<file path="src/rtl/prim_assembler_if.sv">
// Vertex/color FIFO read side plus primitive output side of the primitive assembler.
// slave = assembler, master = surrounding FIFOs and consumer.
interface prim_assembler_if #(
   parameter int DATA_W = 96,
   parameter int VERTS  = 3
);
   logic                    vertex_empty;
   logic                    color_empty;
   logic [DATA_W-1:0]       vertex_in;
   logic [DATA_W-1:0]       color_in;
   logic                    strip_mode;
   logic                    dequeue;
   logic                    vertex_rd_en;
   logic                    color_rd_en;
   logic                    ready;
   logic                    flush;
   logic [VERTS*DATA_W-1:0] vertex_out;
   logic [VERTS*DATA_W-1:0] color_out;
   logic [15:0]             prim_count;

   modport master (
      output vertex_empty, color_empty, vertex_in, color_in, strip_mode, dequeue,
      input  vertex_rd_en, color_rd_en, ready, flush, vertex_out, color_out, prim_count
   );

   modport slave (
      input  vertex_empty, color_empty, vertex_in, color_in, strip_mode, dequeue,
      output vertex_rd_en, color_rd_en, ready, flush, vertex_out, color_out, prim_count
   );
endinterface

</file>
<file path="src/rtl/prim_assembler.sv">
// Gathers VERTS vertex/color pairs from two lock-stepped FIFOs into primitives (list or strip),
// with a flush marker that discards the partial primitive and a one-deep output buffer.
module prim_assembler #(
   parameter int               DATA_W     = 96,
   parameter int               VERTS      = 3,
   parameter logic [DATA_W-1:0] FLUSH_WORD = '1
) (
   input logic             clk,
   input logic             reset,
   prim_assembler_if.slave bus
);
   localparam int CNT_W = $clog2(VERTS + 1);

   typedef enum logic {FILL, FULL} state_e;

   state_e                  state_q, state_d;
   logic [CNT_W-1:0]        cnt_q, cnt_d, g_cnt;
   logic                    rd_q, en_q, strip_q, strip_d, flush_q, ready_q, ready_d;
   logic [15:0]             prim_q;
   logic [DATA_W-1:0]       sv_q [VERTS];
   logic [DATA_W-1:0]       sc_q [VERTS];
   logic [DATA_W-1:0]       sv_d [VERTS];
   logic [DATA_W-1:0]       sc_d [VERTS];
   logic [DATA_W-1:0]       gv   [VERTS];
   logic [DATA_W-1:0]       gc   [VERTS];
   logic [VERTS*DATA_W-1:0] vout_q, cout_q, vout_d, cout_d;
   logic                    marker, wr, xfer, pop;

   // Arriving data is merged into the gather view first, so a primitive completed this cycle
   // can move to the output buffer at once; this is what sustains one strip primitive per cycle.
   always_comb begin
      marker = rd_q && (bus.vertex_in == FLUSH_WORD) && (bus.color_in == FLUSH_WORD);
      wr     = rd_q && !marker;
      gv     = sv_q;
      gc     = sc_q;
      for (int i = 0; i < VERTS; i++) begin
         if (wr && int'(cnt_q) == i) begin
            gv[i] = bus.vertex_in;
            gc[i] = bus.color_in;
         end
      end
      g_cnt  = cnt_q + CNT_W'(wr);
      xfer   = (g_cnt == CNT_W'(VERTS)) && (!ready_q || bus.dequeue);

      vout_d = vout_q;
      cout_d = cout_q;
      sv_d   = gv;
      sc_d   = gc;
      cnt_d  = g_cnt;
      if (xfer) begin
         for (int i = 0; i < VERTS; i++) begin
            vout_d[i*DATA_W +: DATA_W] = gv[i];
            cout_d[i*DATA_W +: DATA_W] = gc[i];
         end
      end
      if (marker) begin
         cnt_d = '0;
      end else if (xfer) begin
         if (strip_q) begin
            for (int i = 0; i < VERTS - 1; i++) begin
               sv_d[i] = gv[i+1];
               sc_d[i] = gc[i+1];
            end
            cnt_d = CNT_W'(VERTS - 1);
         end else begin
            cnt_d = '0;
         end
      end

      ready_d = xfer ? 1'b1 : (bus.dequeue ? 1'b0 : ready_q);
      // Mode is only picked up between primitives, never with a read outstanding.
      strip_d = (cnt_q == '0 && !rd_q) ? bus.strip_mode : strip_q;
   end

   always_ff @(posedge clk or negedge reset) begin
      if (!reset) state_q <= FILL;
      else        state_q <= state_d;
   end

   always_comb begin
      state_d = state_q;
      case (state_q)
         FILL:    if (cnt_d == CNT_W'(VERTS)) state_d = FULL;
         FULL:    if (xfer)                   state_d = FILL;
         default: state_d = FILL;
      endcase
   end

   // A pop is issued only if its data is guaranteed a free slot on return.
   always_comb begin
      pop = en_q && !bus.vertex_empty && !bus.color_empty && !flush_q && (state_d == FILL);
   end

   always_ff @(posedge clk or negedge reset) begin
      if (!reset) begin
         cnt_q   <= '0;
         rd_q    <= 1'b0;
         en_q    <= 1'b0;
         strip_q <= 1'b0;
         flush_q <= 1'b0;
         ready_q <= 1'b0;
         prim_q  <= '0;
         vout_q  <= '0;
         cout_q  <= '0;
      end else begin
         cnt_q   <= cnt_d;
         rd_q    <= pop;
         en_q    <= 1'b1;
         strip_q <= strip_d;
         flush_q <= marker;
         ready_q <= ready_d;
         prim_q  <= prim_q + 16'(xfer);
         vout_q  <= vout_d;
         cout_q  <= cout_d;
      end
   end

   always_ff @(posedge clk) begin
      sv_q <= sv_d;
      sc_q <= sc_d;
   end

   assign bus.vertex_rd_en = pop;
   assign bus.color_rd_en  = pop;
   assign bus.ready        = ready_q;
   assign bus.flush        = flush_q;
   assign bus.vertex_out   = vout_q;
   assign bus.color_out    = cout_q;
   assign bus.prim_count   = prim_q;
endmodule

</file>
<file path="src/flat_wrapper.sv">
// flat-port wrapper written by rule: the top's interface ports become plain ports
module prim_assembler_flat 
#(
   parameter int               DATA_W     = 96,
   parameter int               VERTS      = 3,
   parameter logic [DATA_W-1:0] FLUSH_WORD = '1
)
  (clk, reset, bus_vertex_empty, bus_color_empty, bus_vertex_in, bus_color_in, bus_strip_mode, bus_dequeue, bus_vertex_rd_en, bus_color_rd_en, bus_ready, bus_flush, bus_vertex_out, bus_color_out, bus_prim_count);
  prim_assembler_if #(.DATA_W(DATA_W), .VERTS(VERTS)) bus_i ();
  input logic clk;
  input logic reset;
  input wire logic [$bits(bus_i.vertex_empty)-1:0] bus_vertex_empty;
  input wire logic [$bits(bus_i.color_empty)-1:0] bus_color_empty;
  input wire logic [$bits(bus_i.vertex_in)-1:0] bus_vertex_in;
  input wire logic [$bits(bus_i.color_in)-1:0] bus_color_in;
  input wire logic [$bits(bus_i.strip_mode)-1:0] bus_strip_mode;
  input wire logic [$bits(bus_i.dequeue)-1:0] bus_dequeue;
  output wire logic [$bits(bus_i.vertex_rd_en)-1:0] bus_vertex_rd_en;
  output wire logic [$bits(bus_i.color_rd_en)-1:0] bus_color_rd_en;
  output wire logic [$bits(bus_i.ready)-1:0] bus_ready;
  output wire logic [$bits(bus_i.flush)-1:0] bus_flush;
  output wire logic [$bits(bus_i.vertex_out)-1:0] bus_vertex_out;
  output wire logic [$bits(bus_i.color_out)-1:0] bus_color_out;
  output wire logic [$bits(bus_i.prim_count)-1:0] bus_prim_count;
  assign bus_i.vertex_empty = bus_vertex_empty;
  assign bus_i.color_empty = bus_color_empty;
  assign bus_i.vertex_in = bus_vertex_in;
  assign bus_i.color_in = bus_color_in;
  assign bus_i.strip_mode = bus_strip_mode;
  assign bus_i.dequeue = bus_dequeue;
  assign bus_vertex_rd_en = bus_i.vertex_rd_en;
  assign bus_color_rd_en = bus_i.color_rd_en;
  assign bus_ready = bus_i.ready;
  assign bus_flush = bus_i.flush;
  assign bus_vertex_out = bus_i.vertex_out;
  assign bus_color_out = bus_i.color_out;
  assign bus_prim_count = bus_i.prim_count;
  prim_assembler #(.DATA_W(DATA_W), .VERTS(VERTS), .FLUSH_WORD(FLUSH_WORD)) u_core (.clk(clk), .reset(reset), .bus(bus_i));
endmodule
</file>
<file path="config.mk">
export PLATFORM = sky130hd
export DESIGN_NAME = prim_assembler_flat
export DESIGN_NICKNAME = d
export VERILOG_FILES = /design/src/rtl/prim_assembler_if.sv /design/src/rtl/prim_assembler.sv /design/src/flat_wrapper.sv
export SDC_FILE = /design/constraint.sdc
export NUM_CORES = 2
export LEC_CHECK = 0
export ABC_CLOCK_PERIOD_IN_PS = 4090
export BUFFER_PORTS_ARGS = -buffer_cell sky130_fd_sc_hd__buf_2
export CORE_MARGIN = 5
export CORE_UTILIZATION = 45
export CTS_CLUSTER_SIZE = 14
export DETAILED_ROUTE_END_ITERATION = 16
export PLACE_DENSITY_LB_ADDON = 0.3
export SYNTH_ARGS = -nofsm -noshare
export SYNTH_HDL_FRONTEND = slang
export SYNTH_SLANG_ARGS = --single-unit
export TNS_END_PERCENT = 20
</file>
<file path="constraint.sdc">
create_clock -name clk -period 4.09 [get_ports clk]
set_input_delay 0 -clock clk [delete_from_list [all_inputs] [get_ports clk]]
set_output_delay 0 -clock clk [all_outputs]
set_load 0.05 [all_outputs]
</file>
# --- Word level (Yosys, flattened, before mapping) ---
# Index checks and enable logic that the tools add are counted.
totals:
  regBits: 1176
  input_bits: 198
  out_inout_bits: 596
  wordCells: 68
classes:
  add_sub_neg: 2
  eq_ne: 6
  mux: 20
  bitwise: 2
  n_reduce_logical: 22
ops:
  columns: ["operator", "count"]
  rows:
  - ["192-bit two-way mux", 6]
  - ["96-bit two-way mux", 6]
  - ["96-bit == test, second input constant", 2]
  - ["16-bit by 1-bit adder with 16-bit output", 1]
  - ["1-bit logical AND", 12]
  - ["2-bit == test, second input constant", 4]
  - ["1-bit zero test", 6]
  - ["2-bit two-way mux", 3]
  - ["2-bit zero test", 2]
  - ["1-bit two-way mux", 4]
  - ["2-bit by 1-bit adder with 2-bit output", 1]
  - ["1-bit NOT", 2]
  - ["1-bit case mux with 2 select lines", 1]
  - ["2-bit nonzero test", 1]
  - ["1-bit logical OR", 1]

# --- Depth between registers and ports, before layout ---
logic_depth:
  ltp_word: 15
  depth_mapped: 19
  depth_no_buf: 14

# --- Worst setup path before layout ---
# OpenSTA, ideal clock, no wires.
synth_path:
  kind: "register to register"
  start: "register u_core.rd_q"
  end: "register u_core.prim_q[11], in the netlist u_core.bus.prim_count[11]"
  setup_time_ps: 141
  arrival_ps: 4111
  t_required_ps: 3949
  slack_ps: -162
  stages_incl_launch_ff: 20
  n_path_buf: 5
  period_less_slack_ps: 4252
  path_cell_list: "dfrtp_1 nand4_1 nor4_1 nand3_1 or4_1 clkbuf_1 clkbuf_1 clkbuf_1 and2_1 ha_1 xor2_1 nand3_1 clkinv_1 clkbuf_1 clkbuf_1 ha_1 nand4_1 nor2_1 nand3_1 xnor2_1"
synth_via:
  elab_chain_cells: 8
synth_lines:
  columns: ["item", "line_no", "source"]
  rows:
  - ["start, declared", "prim_assembler.sv:18", "logic rd_q, en_q, strip_q, strip_d, flush_q, ready_q, ready_d;"]
  - ["start signal, assigned", "prim_assembler.sv:107", "rd_q <= pop;"]
  - ["1-bit logical AND (2 in a row)", "prim_assembler.sv:32", "marker = rd_q && (bus.vertex_in == FLUSH_WORD) && (bus.color_in == FLUSH_WORD);"]
  - ["1-bit zero test", "prim_assembler.sv:33", "wr = rd_q && !marker;"]
  - ["1-bit logical AND *", "prim_assembler.sv:33", null]
  - ["2-bit by 1-bit adder with 2-bit output *", "prim_assembler.sv:42", "g_cnt = cnt_q + CNT_W'(wr);"]
  - ["2-bit == test *", "prim_assembler.sv:43", "xfer = (g_cnt == CNT_W'(VERTS)) && (!ready_q || bus.dequeue);"]
  - ["1-bit logical AND *", "prim_assembler.sv:43", null]
  - ["16-bit by 1-bit adder with 16-bit output *", "prim_assembler.sv:112", "prim_q <= prim_q + 16'(xfer);"]
  - ["end signal, assigned", "prim_assembler.sv:112", null]
  - ["end, declared", "prim_assembler.sv:19", "logic [15:0] prim_q;"]
# Every way passes the cells marked *; elsewhere a longest branch is shown, timed or not.
# A chain may end at the register's enable or synchronous reset.

# --- Worst setup path after layout ---
layout_path:
  start: "input port bus_color_in[56]"
  end: "output port bus_vertex_rd_en"
layout_via:
  elab_chain_cells: 14
  elab_cells_between_ends: 15
  classes_between: "add/sub: 1; eq/ne: 3; mux: 5; bitwise: 1; reduce/logical: 5"
layout_lines:
  columns: ["item", "line_no", "source"]
  rows:
  - ["start, declared", "flat_wrapper.sv:15", "input wire logic [$bits(bus_i.color_in)-1:0] bus_color_in;"]
  - ["96-bit == test *", "prim_assembler.sv:32", null]
  - ["1-bit logical AND *", "prim_assembler.sv:32", null]
  - ["1-bit zero test", "prim_assembler.sv:33", null]
  - ["1-bit logical AND", "prim_assembler.sv:33", null]
  - ["2-bit by 1-bit adder with 2-bit output", "prim_assembler.sv:42", null]
  - ["2-bit == test", "prim_assembler.sv:43", null]
  - ["1-bit logical AND", "prim_assembler.sv:43", null]
  - ["2-bit two-way mux", "prim_assembler.sv:58", "end else if (xfer) begin"]
  - ["2-bit two-way mux", "prim_assembler.sv:56", "if (marker) begin"]
  - ["2-bit == test", "prim_assembler.sv:83", "FILL: if (cnt_d == CNT_W'(VERTS)) state_d = FULL;"]
  - ["1-bit two-way mux", "prim_assembler.sv:83", null]
  - ["1-bit case mux with 2 select lines *", "prim_assembler.sv:82", "case (state_q)"]
  - ["1-bit NOT *", "prim_assembler.sv:91", "pop = en_q && !bus.vertex_empty && !bus.color_empty && !flush_q && (state_d == FILL);"]
  - ["1-bit logical AND *", "prim_assembler.sv:91", null]
  - ["end, declared", "flat_wrapper.sv:18", "output wire logic [$bits(bus_i.vertex_rd_en)-1:0] bus_vertex_rd_en;"]
# Marks and branches as above.

==> key figures <==
Layout
  • Area grow syn2layout: 24.94%
  • Layout Nets: between 6000 and 7000
  • Reg area: between 20000 and 30000 um2
  • Fin cells: 7500
  • Footprint of the multi-input gates: 21210 um2
  • Filler cells: around 9500
  • Final core utilization: 56.63%
  • Ratio of cells with drive above 1 in the final layout: 20.52%

GRT
  • Largest net degree at the start of global routing: 205
  • First-pass GRT wire length: 310000 um
  • Global-route usage over all layers: between 30 and 40%
  • GRT overflow: 0
  • Initial antenna violation count: 9
  • Number of global-route vias before repair: 46400

Setup path
  • Worst setup EP type: output pin
  • Critical-path cell list: dlygate4sd3_1, buf_2, nand4_1, nor4_1, nand4_1, or4_4, and2_1, ha_1, xor2_1, buf_4, nand3_4, inv_8, buf_4, o21a_2, buf_4
  • Worst path arrival time: 3970 ps
  • Critical R2R Launch: u_core.rd_q
  • Worst reg2reg path depth: 15
  • Setup CP Type: in -> out
  • Worst Setup SP: bus_color_in[56]
  • Max Fanout on Critical Path: 7
  • Slowest cell delay on critical path: 570 ps
  • Worst Path Required: 4090 ps
  • Most common cell type on the critical path: buf_4
  • Slowest CP cell: or4_4
  • Critical Path Start Type: primary input

Outcome
  • Status: completed

CTS
  • Skew-Pair Late Insertion Delay: a little over 700 ps
  • Num CTS Buffers: between 100 and 150
  • H-tree depth: 3
  • Root buf cell: clkbuf_16
  • Worst-path clk slew: 60 ps
  • CTS tree: done
  • # clock sinks: 1176
  • Setup bufs post-CTS: 0
  • Max clock buf depth: 3

Hold path
  • HP Class: in -> reg
  • Worst Hold Launch: bus_vertex_in[71]
  • Worst Hold Depth: 3

Yosys
  • Post-synth top area cell: dfrtp_1
  • Synth Flop Type: dfrtp_1
  • Synth async-reset ratio: 51.02%
  • FF+latch count, synth: 1176
  • Post-synthesis instance total: between 5000 and 6000
  • Yosys warnings: 0
  • Syn nets: 5339
  • Top post-synthesis cells by count: dfrtp_1 (600), nor2_1 (584), a21oi_1 (578)
  • Synth unique cells: 41
  • Mapped Avg Cell Area: 9.764 um2
  • Mapped cell area: 50170 um2
  • Top-count cell post-synth: dfrtp_1
  • Share of Yosys cell area claimed by the top area cell type: 29.93%
  • Sequential share of the synthesized area: 52.91%
  • Synth top area cells: dfrtp_1 (30%), dfxtp_1 (23%), o221a_1 (8.1%), a31oi_1 (7.2%), a21oi_1 (5.8%)
  • Number of synthesized flops with an enable pin: 0

Routing
  • Met1 wire length: just over 80000 um
  • Post-route DRC: 0
  • WL final: 211000 um
  • Met2 routed WL: ~95000 um
  • Vias/cell: ~6.4
  • Drt first pass iters: 8
  • Highest routed layer: met5
  • Routed vias: 48300
  • Met3 WL post-DR: 22620 um
  • WL/cell: 28.13 um
  • First DRT Iteration DRCs: 5752
  • Final ANT Viol Nets: 0

Timing
  • Final WS setup: 123.2 ps
  • Final Skew: 36.20 ps
  • Period Utilization, post-route: a little over nine tenths
  • Finish-stage setup viols: 0
  • Rel. slew slack: 7.248%
  • Setup_tns: 0 ps
  • Final Max Tran Viols: 0
  • Unrepaired setup endpoints after global routing: no
  • Measured slew at the worst slew-check pin: 1391 ps
  • Final hold slack: 111.7 ps
  • Minimum clock period: 3967 ps
  • Max frequency: 0.2521 GHz
  • Endpoints failing hold: 0

Die
  • Die area: 118300 um2
  • # rows: ~120
  • Die H: 343.9 um
  • Core area: 110700 um2
  • Ports: 794
  • Initial Util: between 40% and 50%
  • DIE WIDTH: 343.9 um

Place
  • Pre-CTS WS: -799.3 ps
  • GP Congestion: 0.8844
  • Post-DP HPWL: 132200 um
  • Placed cells: between 7000 and 8000
  • Buffers on Ports: 793

Flow run
  • Max_cap viols: 0

Power and ir drop
  • Pwr dens: approximately 950 nW/um2
  • VDD IR max: 0.6675 mV
  • LEAKAGE: 25.75 nW
==> metrics by stage <==
| step | power (W) | instance area [um2] |
|---|---|---|
| 6_report | 0.05953 | 62680 |
| 3_5_place_dp | 0.04766 | 56550 |
| 4_1_cts | 0.05923 | 62620 |
| 2_1_floorplan | 0.03866 | 50170 |
| 3_3_place_gp | 0.04712 | 56550 |
| 5_1_grt | 0.06208 | 62660 |
==> cell usage in the layout (no fill, tap or decap), drive strengths merged, types with 2 or more instances in the layout <==
master       instances
nor4                11
xor2                 4
nor2               585
clkinv              16
dfxtp              576
nand3               10
or3                194
nor3                 2
diode                9
a21bo              192
dfrtp              600
and3                 3
a21oi              578
o21ai              577
o221a              384
a31oi              577
xnor2               12
nand2               10
bufinv               8
dlygate4sd3        198
buf                993
inv                  3
nand2b             195
nand4               53
clkinvlp             5
ha                   3
clkbuf             201
and2                 4
==> routing by layer <==
layer  GRT usage (%)  vias to the layer above
met5               0                        -
met4           16.99                        2
met3           8.443                      558
met2           52.92                     3016
met1           44.47                    24010
li1                -                    20720
==> cell type report <==
| class | instances | area share, % |
|---|---|---|
| sequential | 1176 | 42.35 |
| inverter | 3 | 0.05590 |
| clock inverter | 29 | 0.6368 |
| timing repair buffer | 1193 | 14.29 |
| antenna | 9 | 0.03593 |
| multi-input combinational | 3403 | 33.84 |
| tap | 1488 | 2.970 |
| clock buffer | 199 | 5.813 |
==> kinds of logic after synthesis <==
kind of cell               Yosys count  synth area share [%]
buffers and inverters              559                 5.118
muxes                                1               0.02245
adders and majority gates            3               0.07483
and+or+nand+nor                   1072                 10.39
xor gates and xnor gates            16                0.2793
DFF                               1176                 52.91
other                                1              0.007475
AOI/OAI and AO/OA                 2310                 31.20
==> state kept, by name, indices dropped and copies added, names as in the netlist, 2 cells and up <==
name / flops
u_core.bus.prim_count: 16
u_core.sc_q: 288
u_core.cnt_q: 2
u_core.bus.color_out: 288
u_core.sv_q: 288
u_core.bus.vertex_out: 288
==> worst max-delay path, delay by kind of cell <==
family                   cells  cell delay, ps
XOR/XNOR                     1             190
adder cells (fa/ha/maj)      1             180
AND/OR/NAND/NOR              6            1960
AO/OA/AOI/OAI                1             220
buffers and inverters        6            1390
==> report_power, final <==
| part | switching, W | total, W | internal [W] |
|---|---|---|---|
| Combinational | 0.0189 | 0.0272 | 0.00830 |
| Clock | 0.00480 | 0.0114 | 0.00656 |
| Sequential | 0.00388 | 0.0210 | 0.0171 |
==> timing repair <==
item	CTS	global route
setup endpoints to repair	128	2
gates cloned	0	0
gates resized for setup	5	10
hold buffers	199	0
endpoints found under the hold margin	1342	0
==> worst paths after layout <==
path	to	slack, ps
setup / recovery	bus_vertex_rd_en	120
hold / removal	u_core.sv_q[71]	110
setup reg to reg	u_core.sc_q[231]	210
hold reg to reg	u_core.bus.vertex_out[4]	450
max in group asynchronous	u_core.bus.vertex_out[103]	2590
min in group asynchronous	u_core.bus.color_out[258]	450
Note: power is estimated with default switching activity, not from simulation.
